<file path="config.mk">
export PLATFORM = sky130hd
export DESIGN_NAME = seg_display_ctrl
export DESIGN_NICKNAME = d
export VERILOG_FILES = /design/src/rtl/seg_display_ctrl.sv
export SDC_FILE = /design/constraint.sdc
export NUM_CORES = 1
export LEC_CHECK = 0
export BUFFER_PORTS_ARGS = -buffer_cell sky130_fd_sc_hd__clkbuf_2
export CAP_MARGIN = 20
export CELL_PAD_IN_SITES_DETAIL_PLACEMENT = 0
export CELL_PAD_IN_SITES_GLOBAL_PLACEMENT = 1
export CORE_AREA = 2 2 91 93
export DETAILED_ROUTE_END_ITERATION = 8
export DIE_AREA = 0 0 93 95
export PLACE_DENSITY_LB_ADDON = 0.1
export SETUP_SLACK_MARGIN = 0.1
export SYNTH_ARGS = -nofsm -noshare
export SYNTH_HDL_FRONTEND = slang
export SYNTH_SLANG_ARGS = --single-unit
</file>
<file path="constraint.sdc">
create_clock -name i_clk -period 5.6 [get_ports i_clk]
set_input_delay 0.28 -clock i_clk [delete_from_list [all_inputs] [get_ports i_clk]]
set_output_delay 0.28 -clock i_clk [all_outputs]
set_load 0.005 [all_outputs]
</file>
<file path="src/rtl/seg_display_ctrl.sv">
// Binary to seven-segment controller: hex or double-dabble decimal.
// Optional leading-zero blanking via LEADING_ZERO_BLANK_EN.
module seg_display_ctrl #(
  parameter int BIN_W      = 8,
  parameter int DIGITS     = 3,
  parameter int ACTIVE_LOW = 1
) (
  input  logic                  i_clk,
  input  logic                  i_rst,
  input  logic                  i_start,
  input  logic                  i_mode,
  input  logic [BIN_W-1:0]      i_bin,
  output logic                  o_busy,
  output logic                  o_done,
  output logic                  o_overflow,
  output logic [8*DIGITS-1:0]   o_seg
);

  localparam int BW = 4*DIGITS + 4;

  localparam logic [1:0] IDLE   = 2'd0;
  localparam logic [1:0] SHIFT  = 2'd1;
  localparam logic [1:0] UPDATE = 2'd2;

  function automatic logic [63:0] pow10(input int n);
    logic [63:0] p;
    p = 64'd1;
    for (int i = 0; i < n; i++) p = p * 64'd10;
    return p;
  endfunction

  function automatic logic [6:0] seg7(input logic [3:0] v);
    logic [6:0] s;
    case (v)
      4'h0: s = 7'h3F;
      4'h1: s = 7'h06;
      4'h2: s = 7'h5B;
      4'h3: s = 7'h4F;
      4'h4: s = 7'h66;
      4'h5: s = 7'h6D;
      4'h6: s = 7'h7D;
      4'h7: s = 7'h07;
      4'h8: s = 7'h7F;
      4'h9: s = 7'h6F;
      4'hA: s = 7'h77;
      4'hB: s = 7'h7C;
      4'hC: s = 7'h39;
      4'hD: s = 7'h5E;
      4'hE: s = 7'h79;
      default: s = 7'h71;
    endcase
    return s;
  endfunction

  // One double-dabble step: correct nibbles, then shift the new bit in.
  function automatic logic [BW-1:0] dabble(
    input logic [BW-1:0] b,
    input logic          in
  );
    logic [BW-1:0] a;
    a = b;
    for (int n = 0; n < BW/4; n++)
      if (a[4*n +: 4] >= 4'd5) a[4*n +: 4] = a[4*n +: 4] + 4'd3;
    return {a[BW-2:0], in};
  endfunction

  localparam logic [63:0] LIMIT = pow10(DIGITS);
  localparam logic [5:0]  LAST  = 6'(BIN_W - 1);
  localparam logic [8*DIGITS-1:0] SEG_OFF =
    {(8*DIGITS){ACTIVE_LOW != 0}};

  logic [1:0]          state;
  logic [5:0]          cnt;
  logic [BIN_W-1:0]    val;
  logic [BIN_W-1:0]    sh;
  logic [BW-1:0]       bcd;
  logic                mode;
  logic [63:0]         ext;
  logic [8*DIGITS-1:0] seg_n;
  logic                ovf_n;
  logic [3:0]          nib;
  logic [7:0]          glyph;
`ifdef LEADING_ZERO_BLANK_EN
  logic                lead;
`endif

  assign ext = 64'(val);

  always_comb begin
    seg_n = '0;
    nib   = '0;
    glyph = '0;
    ovf_n = mode ? (ext >= LIMIT)
                 : ((ext >> (4*DIGITS)) != 64'd0);
`ifdef LEADING_ZERO_BLANK_EN
    lead  = 1'b1;
`endif
    for (int k = DIGITS-1; k >= 0; k--) begin
      nib   = mode ? bcd[4*k +: 4] : ext[4*k +: 4];
      glyph = {1'b0, seg7(nib)};
`ifdef LEADING_ZERO_BLANK_EN
      // Digit 0 is never blanked so zero still reads "0".
      if (lead && nib == 4'd0 && k != 0) glyph = 8'h00;
      if (nib != 4'd0) lead = 1'b0;
`else
`endif
      seg_n[8*k +: 8] = (ACTIVE_LOW != 0) ? ~glyph : glyph;
    end
  end

  always_ff @(posedge i_clk or posedge i_rst) begin
    if (i_rst) begin
      state      <= IDLE;
      cnt        <= '0;
      val        <= '0;
      sh         <= '0;
      bcd        <= '0;
      mode       <= 1'b0;
      o_busy     <= 1'b0;
      o_done     <= 1'b0;
      o_overflow <= 1'b0;
      o_seg      <= SEG_OFF;
    end else begin
      o_done <= 1'b0;
      case (state)
        IDLE: begin
          if (i_start) begin
            val    <= i_bin;
            sh     <= i_bin;
            mode   <= i_mode;
            cnt    <= '0;
            bcd    <= '0;
            o_busy <= 1'b1;
            state  <= i_mode ? SHIFT : UPDATE;
          end
        end
        SHIFT: begin
          bcd <= dabble(bcd, sh[BIN_W-1]);
          sh  <= sh << 1;
          cnt <= cnt + 6'd1;
          if (cnt == LAST) state <= UPDATE;
        end
        UPDATE: begin
          o_seg      <= seg_n;
          o_overflow <= ovf_n;
          o_done     <= 1'b1;
          o_busy     <= 1'b0;
          state      <= IDLE;
        end
        default: state <= IDLE;
      endcase
    end
  end

endmodule
</file>
* Word-level counts from Yosys, hierarchy flattened *
Memory sizes are Yosys's and may differ from the RTL's.
Index checks and enable logic that the tools add are counted.
Widths: inputs -> output; s select.

word-level totals
  flip-flop bits (word level) = 68
  ROM bits = 336
  input bits = 12
  output and inout bits = 27
  logic and storage cells = 59
  memories kept = 3

cells by class
  add/sub/neg operators = 5
  magnitude comparators = 5
  eq/ne operators = 5
  muxes and demuxes = 21
  bitwise operators = 3
  reduce and logical (&&, ||, !) cells = 7

memories
  name              depth  width  read ports  clocked after Yosys merged registers in  write ports  line  RTL
  (name not given)  16     7      1           0                                        0            34    case (v)
  (name not given)  16     7      1           0                                        0            34
  (name not given)  16     7      1           0                                        0            34

operator list
  operator             count
  $pmux 16 s2          1
  $mux 4               6
  $not 7->8            3
  $ge 4x3->1 const B   4
  $mux 16              1
  $pmux 8 s2           1
  $add 4x2->4 const B  3
  $pmux 6 s2           1
  $ge 8x10->1 const B  1
  $mux 8               1
  $reduce_and 2->1     4
  $add 6x1->6 const B  1
  $eq 6x3->1 const B   1
  $mux 2               3
  $mux 6               1
  $ne 2x2->1 const B   2
  $pmux 2 s2           1
  $reduce_bool 2->1    2
  $add 3x2->3 const B  1
  $mux 1               3
  $mux 3               1
  $eq 2x1->1 const B   1
  $eq 2x2->1 const B   1
  $logic_not 2->1      1
  $pmux 1 s2           1

* Longest topological paths before layout *
Gate-level depths: netlist (run 1).

  word-level depth = 3
  depth in mapped cells = 10
  depth with buffers taken out = 8

* Least setup slack after synthesis (run 1) *
Ideal clock, no wire load.

  path kind = register -> register
  start point = register mode
  end point = register o_seg[9]
  arrival time = 1.954 ns
  data required time = 5.512 ns
  setup slack = 3.558 ns
  stages on the path, launching flop included = 10
  buffers on the path = 3
  period minus slack after synthesis = 2.042 ns
  cells stage by stage = dfrtp_1 > buf_6 > buf_6 > buf_2 > o21a_1 > ha_1 > nor2b_1 > a211o_1 > a31oi_1 > o21ai_1

on the way
  longest elaborated chain between the ends = 3

RTL lines
  element                 line  RTL
  start, declared         77    logic mode;
  start signal, assigned  130   mode <= i_mode;
  $mux 4                  99    nib = mode ? bcd[4*k +: 4] : ext[4*k +: 4];
  $mem_v2 16x7            --
  $not 7->8               107   seg_n[8*k +: 8] = (ACTIVE_LOW != 0) ? ~glyph : glyph;
  end signal, assigned    144   o_seg <= seg_n;
  end, declared           16    output logic [8*DIGITS-1:0] o_seg

Every way passes these cells.
A chain may end at the register's enable or synchronous reset.

* Final worst setup path (run 1) *
Same ends and word-level chain as after synthesis.

==> results of run 1 <==
-- cell usage in the layout, fill, tap and decap left out, drive strengths merged, types with 3 or more instances in the layout --
cell type  Yosys  routed
clkbuf         8      44
inv           20      20
dfstp         21      21
a31oi         10      10
buf           22       3
xnor2          4       4
mux2i         18      18
nand3          4       4
a22o           3       3
o22ai          4       4
o21ai         39      39
mux2           5       5
clkinv         0       3
o21a           4       4
and3b          6       6
nor3           4       4
o31ai          7       7
nand2b         7       7
nand2         67      67
conb           2       4
o211ai         3       3
ha            25      25
xor2           4       4
a21oi         21      21
nor2          18      18
dfrtp         39      39
nor2b          4       4
nor3b          8       8
-- state kept, by name, summed over array words and instances, names as in the netlist --
register,flops
val,8
o_seg,21
o_done,1
sh,8
mode,1
o_busy,1
cnt,6
state,2
bcd,12
-- layer usage --
metal,up-vias,routed length [um],part of all wire (%),GRT usage [%]
li1,1450,-,-,-
met4,0,97,1.2,5.147
met3,9,220,2.8,3.831
met2,37,3316,43,28.93
met5,-,0,0,0
met1,1340,4133,53,27.35
-- stage by stage --
| stage | area [um2] | hold WS [ps] | worst slack [ps] | util [%] |
|---|---|---|---|---|
| 5_1_grt | 4093 | 156.7 | 3111 | 51.63 |
| 6_report | 4093 | 135.8 | 3295 | 51.63 |
| 3_3_place_gp | 3902 | 449.9 | 3443 | 49.23 |
| 3_5_place_dp | 3902 | 454.6 | 3328 | 49.23 |
| 2_1_floorplan | 3750 | 385.4 | 3558 | - |
| 4_1_cts | 4093 | 139.7 | 3315 | 51.63 |
-- logic make-up after synthesis --
family | share of synthesized area, %
fa+ha+maj | 8.358
mux | 7.288
other cells | 0.2007
buf+inv | 6.587
xor+xnor | 1.872
compound gates | 18.79
simple gates | 16.08
flops | 40.82
-- final cells by class --
type | count | area, um2 | area share, %
Timing Repair Buffer | 37 | 192.7 | 4.708
Inverter | 20 | 75.07 | 1.834
Multi-Input combinational cell | 298 | 1976 | 48.27
Clock buffer | 10 | 137.6 | 3.363
Tap cell | 105 | 131.4 | 3.210
Sequential cell | 60 | 1528 | 37.33
Clock inverter | 5 | 52.55 | 1.284
-- worst reg2reg max path, cell delays in order (launching register included) --
cell and delay, ps:
dfrtp_1 330, buf_4 400, mux2i_1 510, ha_1 340
nor2b_1 140, a211o_1 270, a31oi_1 160, o21ai_1 70
-- path summary, 6_finish.rpt --
kind | startpoint | end | slack [ps] | cells after the start
hold reg to reg | o_seg[10] | o_seg[10] | 460 | 2
setup / recovery | mode | o_seg[9] | 3300 | 7
max in group asynchronous | i_rst | val[0] | 4950 | 3
hold / removal | i_rst | cnt[5] | 140 | 3
min in group i_clk | i_bin[1] | val[1] | 150 | 3
setup reg to reg | mode | o_seg[9] | 3300 | 7
-- power by group through the flow --
stage / logic (mW) / registers [mW] / clock network [mW]
3_5_place_dp: 1.07 / 0.858 / 0
5_1_grt: 1.22 / 0.886 / 0.415
6_report: 1.07 / 0.850 / 0.385
3_3_place_gp: 1.06 / 0.854 / 0
2_1_floorplan: 0.923 / 0.767 / 0
4_1_cts: 1.08 / 0.851 / 0.396
==> impl_metrics.tcl, run 1 <==
set metrics [dict create \
    fin_crit_sh_pct 41.15 \
    yosysTopAreaCellShare_pct 26.08 \
    hpwl_um 5384 \
    ctsHoldBuffers 0 \
    synthArstFlopShare_pct 100.0 \
    grt_pass1_vias 2651 \
    ir_worst_vdd_uv 187.0 \
    end_kind "flop" \
    overflow 0 \
    ys_types 56 \
    synth_common_cells "nand2_1 (67), dfrtp_1 (39), o21ai_0 (26)" \
    worstMarginPinSlew_ps 767.7 \
    dr_total_vias 2836 \
    yosys-top-cells-area "dfrtp_1 (26%), dfstp_2 (15%), ha_1 (8.4%), nand2_1 (6.7%), mux2i_1 (3.7%)" \
    startpoint_type "flop" \
    drtAntennaViolNets 0 \
    start_util_pct 47.21 \
    cts_root_buf "clkbuf_8" \
    die_area_mm2 0.008835 \
    finalWirelength_um 7768 \
    drtIter0Drc 97 \
    finalSetupTns_ps 0 \
    avgSynthCellArea_um2 9.218 \
    synth-seq-cells 60 \
    ioPinCount 39 \
    worst-path-buf-inv 1 \
    slew_violations 0 \
    clkTransAtPathRegs_ps 70 \
    drtPass1Iterations 4 \
    synth_edf_count 0 \
    portBuffers 34 \
    final_nets 463 \
    antenna_found_initial 0 \
    track_usage_pct 18.91 \
    die_height_um 95 \
    coreArea_mm2 0.007928 \
    cts_made_buffers 9 \
    path_cells "buf_4 -> mux2i_1 -> ha_1 -> nor2b_1 -> a211o_1 -> a31oi_1 -> o21ai_1" \
    gp_routability_congestion 0.8028 \
    insertion_delay_ps 340 \
    hold_class "in -> async" \
    drv_cap 0 \
    clk_path_buf_depth 2 \
    drc 0 \
    power_frac_clock_pct 16.7 \
    power_frac_seq_pct 36.9 \
    crit_family "compound AO/OA/AOI/OAI gates" \
    p_leak_nw 1.878 \
    cts_resized 0 \
    yosys.area.top_type "dfrtp_1" \
    syn_inst 406 \
    grt_setup_unrepaired "no" \
    cpMaxStageDelayCell "mux2i_1" \
    synth_ff_type "dfrtp_1" \
    layout_min_cycle_time_ps 2305 \
    hold_viol 0 \
    setup_violations 0 \
    crit_required_ps 5850 \
    num-fill-cells 800 \
    ys_seq_area_share_pct 40.82 \
    syn_to_final_growth_pct 9.362 \
    synth_area_mm2 0.003742 \
    pwr-share-comb_pct 46.4 \
    cp_slowest_stage_delay_ps 490 \
    cp.arrival_ps 2560 \
    crit_fanout 41 \
    wl_per_cell_um 14.52 \
    worstSetupPathType "reg -> reg" \
    slew_headroom_pct 48.82 \
    finalClockSkew_ps 8.533 \
    cts_tree "done" \
    dpl.cell_count 520 \
    drive_above_1_share_pct 19.77 \
    via_per_inst 5.301 \
    post-cts-setup-buffers 0 \
    antennaDiodeCount 0 \
    p_total_mw 2.305 \
    grt_pass1_wl_um 13210 \
    swShare_pct 41.88 \
    clkSinkCount 60 \
    p_int_mw 1.340 \
    status "finished, final reports clean" \
    synth.most_common_cell "nand2_1" \
    htreeDepth 3 \
    placementRows 33 \
    stdcell_count 535 \
    switchingPower_mw 0.9654 \
    ys_warn_count 0 \
    max_freq_mhz 433.9 \
    grt_max_degree 61 \
    power.density_mw_per_mm2 563.3 \
    die_w_um 93 \
]
No activity file was read; power rests on OpenSTA's default activity.
==> run 2, diff against run 1 <==
Settings changed: ABC_AREA from default to 1, CORE_AREA 2 2 91 93 to 2 2 94 96, DIE_AREA 0 0 93 95 to 0 0 96 98.
Clock period 5.6 ns to 2.2 ns, I/O delays scaled along.
==> impl_metrics.tcl, run 2 <==
set metrics [dict create \
    finalSetupTns_ps 0 \
    track_usage_pct 18.69 \
    largest_reg_flops 21 \
    overflow 0 \
    synth_edf_count 0 \
    startpoint_type "flop" \
    antennaDiodeCount 0 \
    drive_above_1_share_pct 18.24 \
    coreArea_mm2 0.008466 \
    end_kind "flop" \
    placementRows 34 \
    cts_root_buf "clkbuf_8" \
    drtIter0Drc 129 \
    setup_violations 0 \
    yosysTopAreaCellShare_pct 27.83 \
    final_cell_mix "nand2_1 (150), nor2_1 (45), inv_1 (42)" \
    synth-seq-cells 60 \
    status "complete, but fails checks" \
    fin_crit_sh_pct 80.02 \
    grt_max_degree 61 \
    drtAntennaViolNets 0 \
    dpl.cell_count 602 \
    num-fill-cells 873 \
    placed_cell_area_mm2 0.003777 \
    finalClockSkew_ps 8.877 \
    worstMarginPinSlew_ps 778.0 \
    p_leak_nw 2.060 \
    gp_routability_congestion 0.8118 \
    dp_slack_ps 445.9 \
    cp.arrival_ps 2030 \
    violations "hold timing" \
    antenna_found_initial 0 \
    stdcell_area_mm2 0.004003 \
    drtPass1Iterations 5 \
    htreeDepth 3 \
    worstSetupPathType "reg -> reg" \
    syn_inst 465 \
    crit_fanout 10 \
    cts_resized 0 \
    ys_seq_area_share_pct 43.56 \
    clkTransAtPathRegs_ps 70 \
    hpwl_um 5615 \
    syn_to_final_growth_pct 14.13 \
    timing.hold.ws_ps -23.49 \
    cts_tree "done" \
    synth_common_cells "nand2_1 (150), nor2_1 (45), inv_1 (43)" \
    ctsHoldBuffers 0 \
    via_per_inst 4.901 \
    hold_viol 34 \
    synth_ff_type "dfrtp_1" \
    timing.rr.start "mode" \
    die_height_um 98 \
    max_freq_mhz 568.0 \
    portBuffers 34 \
    dr_total_vias 3029 \
    stdcell_count 618 \
    ir_worst_vdd_uv 488.5 \
    crit_required_ps 2470 \
    clkSinkCount 60 \
    drc 0 \
    start_util_pct 41.43 \
    insertion_delay_ps 340 \
    worst_slack_ps 439.5 \
    grt_setup_unrepaired "no" \
    largest-register "o_seg" \
    wl_per_cell_um 12.83 \
    grt_pass1_wl_um 13850 \
    post-cts-setup-buffers 0 \
    synthArstFlopShare_pct 100.0 \
    layout_min_cycle_time_ps 1760 \
    synth_area_mm2 0.003507 \
    drv_cap 0 \
    slew_headroom_pct 48.13 \
    die_area_mm2 0.009408 \
    ys_warn_count 0 \
    ioPinCount 39 \
    die_w_um 96 \
    yosys.area.top_type "dfrtp_1" \
    slew_violations 0 \
    reg2reg_depth 11 \
    cts_made_buffers 9 \
    hold_class "in -> async" \
    clk_path_buf_depth 2 \
    grt_pass1_vias 2921 \
    final_common_cell "nand2_1" \
    largest_registers "o_seg: 21 flops, bcd: 12 flops" \
    ys_types 24 \
    power.density_mw_per_mm2 1438 \
    finalWirelength_um 7928 \
    r2r_slack_ps 440 \
    avgSynthCellArea_um2 7.542 \
    yosys-top-cells-area "dfrtp_1 (28%), nand2_1 (16%), dfstp_2 (16%), ha_1 (8.9%), nand3_1 (5.0%)" \
    final_nets 542 \
    synth.most_common_cell "nand2_1" \
    r2r_end "o_seg[11]" \
]
## run 2: changes by cell type after synthesis, sizes merged, moves of 6 or more
cell	change
nand2	+88
nand3	+31
nor2	+28
inv	+26
mux2i	-18
buf	-8
clkbuf	-8
nor3b	-8
nand2b	-7
o31ai	-7
a31oi	-6
and3b	-6
## run 2: per-layer routing
| metal | GRT usage, % | vias to the layer above | wire length [um] |
|---|---|---|---|
| met4 | 6.484 | 0 | 123 |
| met3 | 3.935 | 11 | 346 |
| li1 | - | 1569 | - |
| met5 | 0 | - | 0 |
| met1 | 27.05 | 1369 | 4010 |
| met2 | 27.56 | 80 | 3448 |
## run 2: layout make-up
type	instances	area [um2]	area share, %
multi-input combinational	346	1714	42.83
sequential	60	1528	38.17
timing repair buffer	41	222.7	5.564
inverter	47	177.7	4.439
clock buffer	10	137.6	3.439
tap	108	135.1	3.376
clock inverter	6	87.58	2.188
## run 2: power by group
part           internal [mW]  switching [mW]
sequential              1.65           0.276
clock                  0.666           0.467
combinational          0.953            1.74
## run 2: logic make-up (layout without fill, tap and decap cells)
group,count (synthesis),after routing,share of synthesized area (%)
flops,60,60,43.56
fa+ha+maj,25,25,8.919
simple gates,240,240,27.51
buf+inv,61,104,7.777
compound gates,77,77,12.02
other cells,2,4,0.2141
## run 2: critical path: stages, from the launching register on
cell and delay, ps:
dfrtp_1 500, inv_2 190, nand2_1 80, nand2_1 180, inv_1 110, ha_1 240, inv_1 70, nand3_1 80
nand3_1 90, nand2_1 50, nand2_1 50, nand2_1 50
## run 2: worst max-delay path by stage
stage	start	depth (start not counted)	slack, ps	to
3_3_place_gp	mode	11	520	o_seg[11]
6_report	mode	11	440	o_seg[11]
3_5_place_dp	mode	11	450	o_seg[11]
4_1_cts	mode	9	420	o_seg[12]
2_1_floorplan	i_rst	1	640	bcd[0]
5_1_grt	mode	11	190	o_seg[11]
## run 2: through the flow
| stage | util [%] | total power [mW] |
|---|---|---|
| floorplan | - | 3.903 |
| CTS | 47.28 | 5.825 |
| detailed placement | 44.62 | 4.661 |
| finish | 47.28 | 5.756 |
| global route | 47.28 | 6.371 |
| global placement | 44.62 | 4.638 |
